[src/rtl/barrel_shifter_pipe.sv]
// Pipelined barrel shifter (rotate / logical / arithmetic, both directions) with valid/ready flow control.
// Optional output flag o_zero is compiled in with `define BARREL_SHIFTER_PIPE_ZERO_EN.
module barrel_shifter_pipe #(
  parameter int BW_DATA = 8,
  parameter int BW_CTRL = 3
) (
  input  logic               i_clk,
  input  logic               i_rstn,
  input  logic               i_valid,
  output logic               o_ready,
  input  logic [BW_DATA-1:0] i_a,
  input  logic [BW_CTRL-1:0] i_k,
  input  logic               i_left,
  input  logic [1:0]         i_mode,
  output logic               o_valid,
  input  logic               i_ready,
  output logic [BW_DATA-1:0] o_y
`ifdef BARREL_SHIFTER_PIPE_ZERO_EN
  ,
  output logic               o_zero
`endif
);

  localparam int         LAST     = BW_CTRL - 1;
  localparam logic [1:0] MODE_LOG = 2'b01;
  localparam logic [1:0] MODE_ARI = 2'b10;

  // One power-of-two step; anything other than logical/arithmetic (incl. reserved 11) rotates.
  function automatic logic [BW_DATA-1:0] shift_pow2(
    input logic [BW_DATA-1:0] x,
    input logic               sgn,
    input logic               left,
    input logic [1:0]         mode,
    input int                 amt
  );
    logic [2*BW_DATA-1:0] dbl;
    logic [BW_DATA-1:0]   res;
    int                   rot;
    rot = amt % BW_DATA;
    dbl = {x, x};
    res = x;
    case (mode)
      MODE_LOG: begin
        res = (amt >= BW_DATA) ? '0 : (left ? (x << amt) : (x >> amt));
      end
      MODE_ARI: begin
        if (left) begin
          res = (amt >= BW_DATA) ? '0 : (x << amt);
        end else if (amt >= BW_DATA) begin
          res = {BW_DATA{sgn}};
        end else begin
          dbl = {{BW_DATA{sgn}}, x} >> amt;
          res = dbl[BW_DATA-1:0];
        end
      end
      default: begin
        if (left) begin
          dbl = dbl << rot;
          res = dbl[2*BW_DATA-1:BW_DATA];
        end else begin
          dbl = dbl >> rot;
          res = dbl[BW_DATA-1:0];
        end
      end
    endcase
    return res;
  endfunction

  logic [BW_CTRL-1:0] stage_valid;
  logic [BW_CTRL-1:0] load_en;

  // A slot may load when it is empty or its occupant moves on this cycle.
  always_comb begin
    load_en       = '0;
    load_en[LAST] = !stage_valid[LAST] || i_ready;
    for (int s = LAST - 1; s >= 0; s--) begin
      load_en[s] = !stage_valid[s] || load_en[s + 1];
    end
  end

  generate
    for (genvar gi = 0; gi < BW_CTRL; gi++) begin : g_stage
      localparam int BIT = BW_CTRL - 1 - gi;
      localparam int AMT = 1 << BIT;

      logic [BW_DATA-1:0] src_data;
      logic [BW_DATA-1:0] shifted;
      logic [BW_DATA-1:0] data_q;
      logic [BIT:0]       src_k;
      logic [1:0]         src_mode;
      logic               src_valid;
      logic               src_left;
      logic               src_sign;
      logic               valid_q;

      if (gi == 0) begin : g_src
        assign src_data  = i_a;
        assign src_k     = i_k;
        assign src_mode  = i_mode;
        assign src_valid = i_valid;
        assign src_left  = i_left;
        assign src_sign  = i_a[BW_DATA-1];
      end else begin : g_src
        assign src_data  = g_stage[gi-1].data_q;
        assign src_k     = g_stage[gi-1].g_ctl.k_q;
        assign src_mode  = g_stage[gi-1].g_ctl.mode_q;
        assign src_valid = g_stage[gi-1].valid_q;
        assign src_left  = g_stage[gi-1].g_ctl.left_q;
        assign src_sign  = g_stage[gi-1].g_ctl.sign_q;
      end

      assign shifted         = src_k[BIT] ? shift_pow2(src_data, src_sign, src_left, src_mode, AMT)
                                          : src_data;
      assign stage_valid[gi] = valid_q;

      always_ff @(posedge i_clk) begin
        if (!i_rstn) begin
          valid_q <= 1'b0;
          data_q  <= '0;
        end else if (load_en[gi]) begin
          valid_q <= src_valid;
          if (src_valid) begin
            data_q <= shifted;
          end
        end
      end

      // Control only needs to travel to stages that still have amount bits to apply.
      if (BIT > 0) begin : g_ctl
        logic [BIT-1:0] k_q;
        logic [1:0]     mode_q;
        logic           left_q;
        logic           sign_q;

        always_ff @(posedge i_clk) begin
          if (!i_rstn) begin
            k_q    <= '0;
            mode_q <= '0;
            left_q <= 1'b0;
            sign_q <= 1'b0;
          end else if (load_en[gi] && src_valid) begin
            k_q    <= src_k[BIT-1:0];
            mode_q <= src_mode;
            left_q <= src_left;
            sign_q <= src_sign;
          end
        end
      end
    end
  endgenerate

  assign o_ready = load_en[0];
  assign o_valid = stage_valid[LAST];
  assign o_y     = g_stage[LAST].data_q;

`ifdef BARREL_SHIFTER_PIPE_ZERO_EN
  logic zero_q;

  always_ff @(posedge i_clk) begin
    if (!i_rstn) begin
      zero_q <= 1'b1;
    end else if (load_en[LAST] && g_stage[LAST].src_valid) begin
      zero_q <= (g_stage[LAST].shifted == '0);
    end
  end

  assign o_zero = zero_q;
`endif

endmodule

[config.mk]
export PLATFORM = sky130hd
export DESIGN_NAME = barrel_shifter_pipe
export DESIGN_NICKNAME = d
export VERILOG_FILES = /design/src/rtl/barrel_shifter_pipe.sv
export SDC_FILE = /design/constraint.sdc
export NUM_CORES = 1
export LEC_CHECK = 0
export ABC_AREA = 1
export CORE_ASPECT_RATIO = 1.25
export CORE_MARGIN = 5
export CORE_UTILIZATION = 30
export CTS_CLUSTER_DIAMETER = 50
export CTS_CLUSTER_SIZE = 30
export DETAILED_ROUTE_END_ITERATION = 10
export GPL_TIMING_DRIVEN = 1
export SKIP_LAST_GASP = 1
export SLEW_MARGIN = 20
export SYNTH_ARGS = -nofsm -noshare
export SYNTH_HDL_FRONTEND = slang
export SYNTH_SLANG_ARGS = --single-unit
[constraint.sdc]
create_clock -name i_clk -period 2.9 [get_ports i_clk]
set_input_delay 0.87 -clock i_clk [delete_from_list [all_inputs] [get_ports i_clk]]
set_output_delay 0.87 -clock i_clk [all_outputs]
set_load 0.005 [all_outputs]
==> impl_metrics.env <==
export IMPL_r2r_cells=5
export IMPL_maxSlewViolCount=0
export IMPL_fin_nets=325
export IMPL_worstPathArrival_ns=1.96
export IMPL_postCtsSetupBuffers=0
export IMPL_clk_path_buf_depth=2
export IMPL_ys_seq_area_share_pct=39.0
export IMPL_clk_latency_ns=0.29
export IMPL_hold_violations=0
export IMPL_ir_drop_uv=189
export IMPL_wl_um=4470
export IMPL_whs_path_depth=2
export IMPL_crit_chain="clkdlybuf4s50_1 > inv_1 > nand4_2 > clkdlybuf4s50_1"
export IMPL_hold_start="g_stage[1].g_ctl.sign_q"
export IMPL_leakage_nw=0.964
export IMPL_dp_slack_ns=0.0618
export IMPL_cts_sinks=38
export IMPL_ios=28
export IMPL_ys_ff_latch=38
export IMPL_crit_buf_inv=3
export IMPL_ant_nets=0
export IMPL_diodes=0
export IMPL_dp_hpwl_um=3330
export IMPL_syn_avg_cell_area_sq_um=7.12
export IMPL_grt_max_degree=36
export IMPL_htreeDepth=2
export IMPL_drt_iter0_drc=105
export IMPL_cts_hold_buf=0
export IMPL_setup_viol=0
export IMPL_cp_common_cell="clkdlybuf4s50_1"
export IMPL_cts_root_buf="clkbuf_8"
export IMPL_cp_start_kind="input port"
export IMPL_crit_type="in2out"
export IMPL_cts_resized=0
export IMPL_fillCellCount=691
export IMPL_gp_congestion=0.848
export IMPL_rows=32
export IMPL_critPathTopFamily="buffers and inverters"
export IMPL_drive_gt1_share_pct=5.35
export IMPL_syn_nets=300
export IMPL_ys_warn_count=0
export IMPL_rsz0062_at_grt="false"
export IMPL_worst_pin_slew_ns=0.378
export IMPL_synthCells=274
export IMPL_grt_ovfl_total=0
export IMPL_grt_util_all_layers_pct=12.2
export IMPL_crit_slowest_cell="clkdlybuf4s50_1"
export IMPL_fp_dieW_um=82.1
export IMPL_crit_fanout=3
export IMPL_die_y_um=100
export IMPL_wl_per_cell_um=11.6
export IMPL_antenna_found_initial=0
export IMPL_cts_buffers=5
export IMPL_tns_ns=0
export IMPL_area_growth_pct=19.9
export IMPL_max_freq_ghz=0.353
export IMPL_setup_worst_path_end_class="primary output"
export IMPL_grt_pass1_wl_um=8070
export IMPL_ys_types=19
export IMPL_netlist_area_sq_um=1950
export IMPL_maxCapViolations=0
export IMPL_drc=0
export IMPL_start_util_pct=31.2
export IMPL_hold_path_class="reg2reg"
export IMPL_coreArea_sq_um=6250
export IMPL_io_buffers=27
export IMPL_fin_skew_ns=0.00719
export IMPL_cp_required_ns=2.03
export IMPL_max_stage_delay_ns=0.51
export IMPL_num_vias=1867
export IMPL_timing_final_crit_share_pct=97.7
export IMPL_grt_pass1_vias=1834
export IMPL_r2r_end="g_stage[1].data_q[3]"
export IMPL_ff2ff_setup_slack_ns=1.56
export IMPL_slew_headroom_pct=74.8
export IMPL_min_period_ns=2.83
export IMPL_status="finished clean"
export IMPL_cts_clk_slew_worst_paths_ns=0.07
export IMPL_r2r_start="g_stage[0].g_ctl.left_q"
export IMPL_cellPowerDensity_nw_per_um2=475
export IMPL_die_area_sq_um=8220
export IMPL_dr_pass1_iters=4
export IMPL_holdPathEnd="g_stage[1].g_ctl.sign_q"
export IMPL_layout_setup_ws_ns=0.0671
export IMPL_vias_per_cell=4.86
export IMPL_cts_tree="yes"
-- sequential cells by signal (all words and copies together) (netlist names) --
name	flops
g_stage.data_q	16
g_stage.g_ctl.k_q	3
g_stage.g_ctl.left_q	2
g_stage.g_ctl.mode_q	4
g_stage.g_ctl.sign_q	2
g_stage.valid_q	2
o_valid	1
o_y	8
-- report_power, final --
group	internal, W	switching, W
registers	0.000555	0.0000317
clock network	0.000161	0.000179
logic	0.0000807	0.000103
total	0.000797	0.000313
-- worst min-delay path, stage by stage, from the launching register on --
cell and delay (ns):
dfxtp_1 0.30, inv_1 0.06, a21oi_1 0.06
-- cell usage in the layout (no fill, tap or decap), drive strengths merged --
cell / instances
o2111ai: 1
clkdlybuf4s50: 27
clkbuf: 5
nand4: 2
o211ai: 2
buf: 3
ha: 8
inv: 27
clkinv: 2
dfxtp: 38
nand2: 28
nor2: 30
nand3: 14
a21oi: 62
o21ai: 50
-- final cells by class --
cell class              count  area (sq um)  share of cell area, %
clock buffers               5          68.8                   2.94
clock inverters             2          10.0                  0.428
inverters                  27           101                   4.33
multi-input cells         197           998                   42.7
flip-flops and latches     38           761                   32.5
well taps                  85           106                   4.55
repair buffers             30           293                   12.5
-- cell families (layout without fill, tap and decap cells) --
kind of cell             after synthesis  in the layout  synth area share, %
buffers and inverters                 39             64                 9.81
adder cells (fa/ha/maj)                8              8                 5.13
AND/OR/NAND/NOR                       74             74                 16.1
flip-flops                            38             38                 39.0
AO/OA/AOI/OAI                        115            115                 30.0
-- worst max path at each step --
stage,start,endpoint,slack (ns),depth (start not counted)
floorplan,i_ready,o_ready,0.98,2
global placement,i_ready,o_ready,0.07,4
detailed placement,i_ready,o_ready,0.06,4
CTS,i_ready,o_ready,0.06,4
global route,i_ready,o_ready,0.009,4
finish,i_ready,o_ready,0.07,4
-- layer usage --
metal	wire (um)	vias up	global-route usage [%]
met5	0	-	0
met4	36	0	4.73
met3	238	4	2.51
met2	2160	54	20.5
met1	2030	831	15.0
li1	-	978	-
-- metrics by stage --
step / utilization, % / hold WS [ns] / instances / power (W) / area [sq um]
global placement: 36.2 / 0.440 / 377 / 0.000780 / 2260
floorplan: - / 0.424 / 274 / 0.000716 / 1950
finish: 37.4 / 0.457 / 384 / 0.00111 / 2340
global route: 37.4 / 0.470 / 384 / 0.00118 / 2340
CTS: 37.4 / 0.456 / 384 / 0.00112 / 2340
detailed placement: 36.2 / 0.447 / 377 / 0.000782 / 2260
-- cell usage after synthesis (all sizes together) --
master   instances  area [sq um]
nand3           14          70.1
o211ai           2          15.0
dfxtp           38           761
a21oi           62           310
nand2           28           113
nor2            30           113
nand4            2          18.8
o21ai           50           250
clkbuf           3          11.3
buf              9          78.8
ha               8           100
o2111ai          1          8.76
inv             27           101
Power figures use the tool's default switching activity.
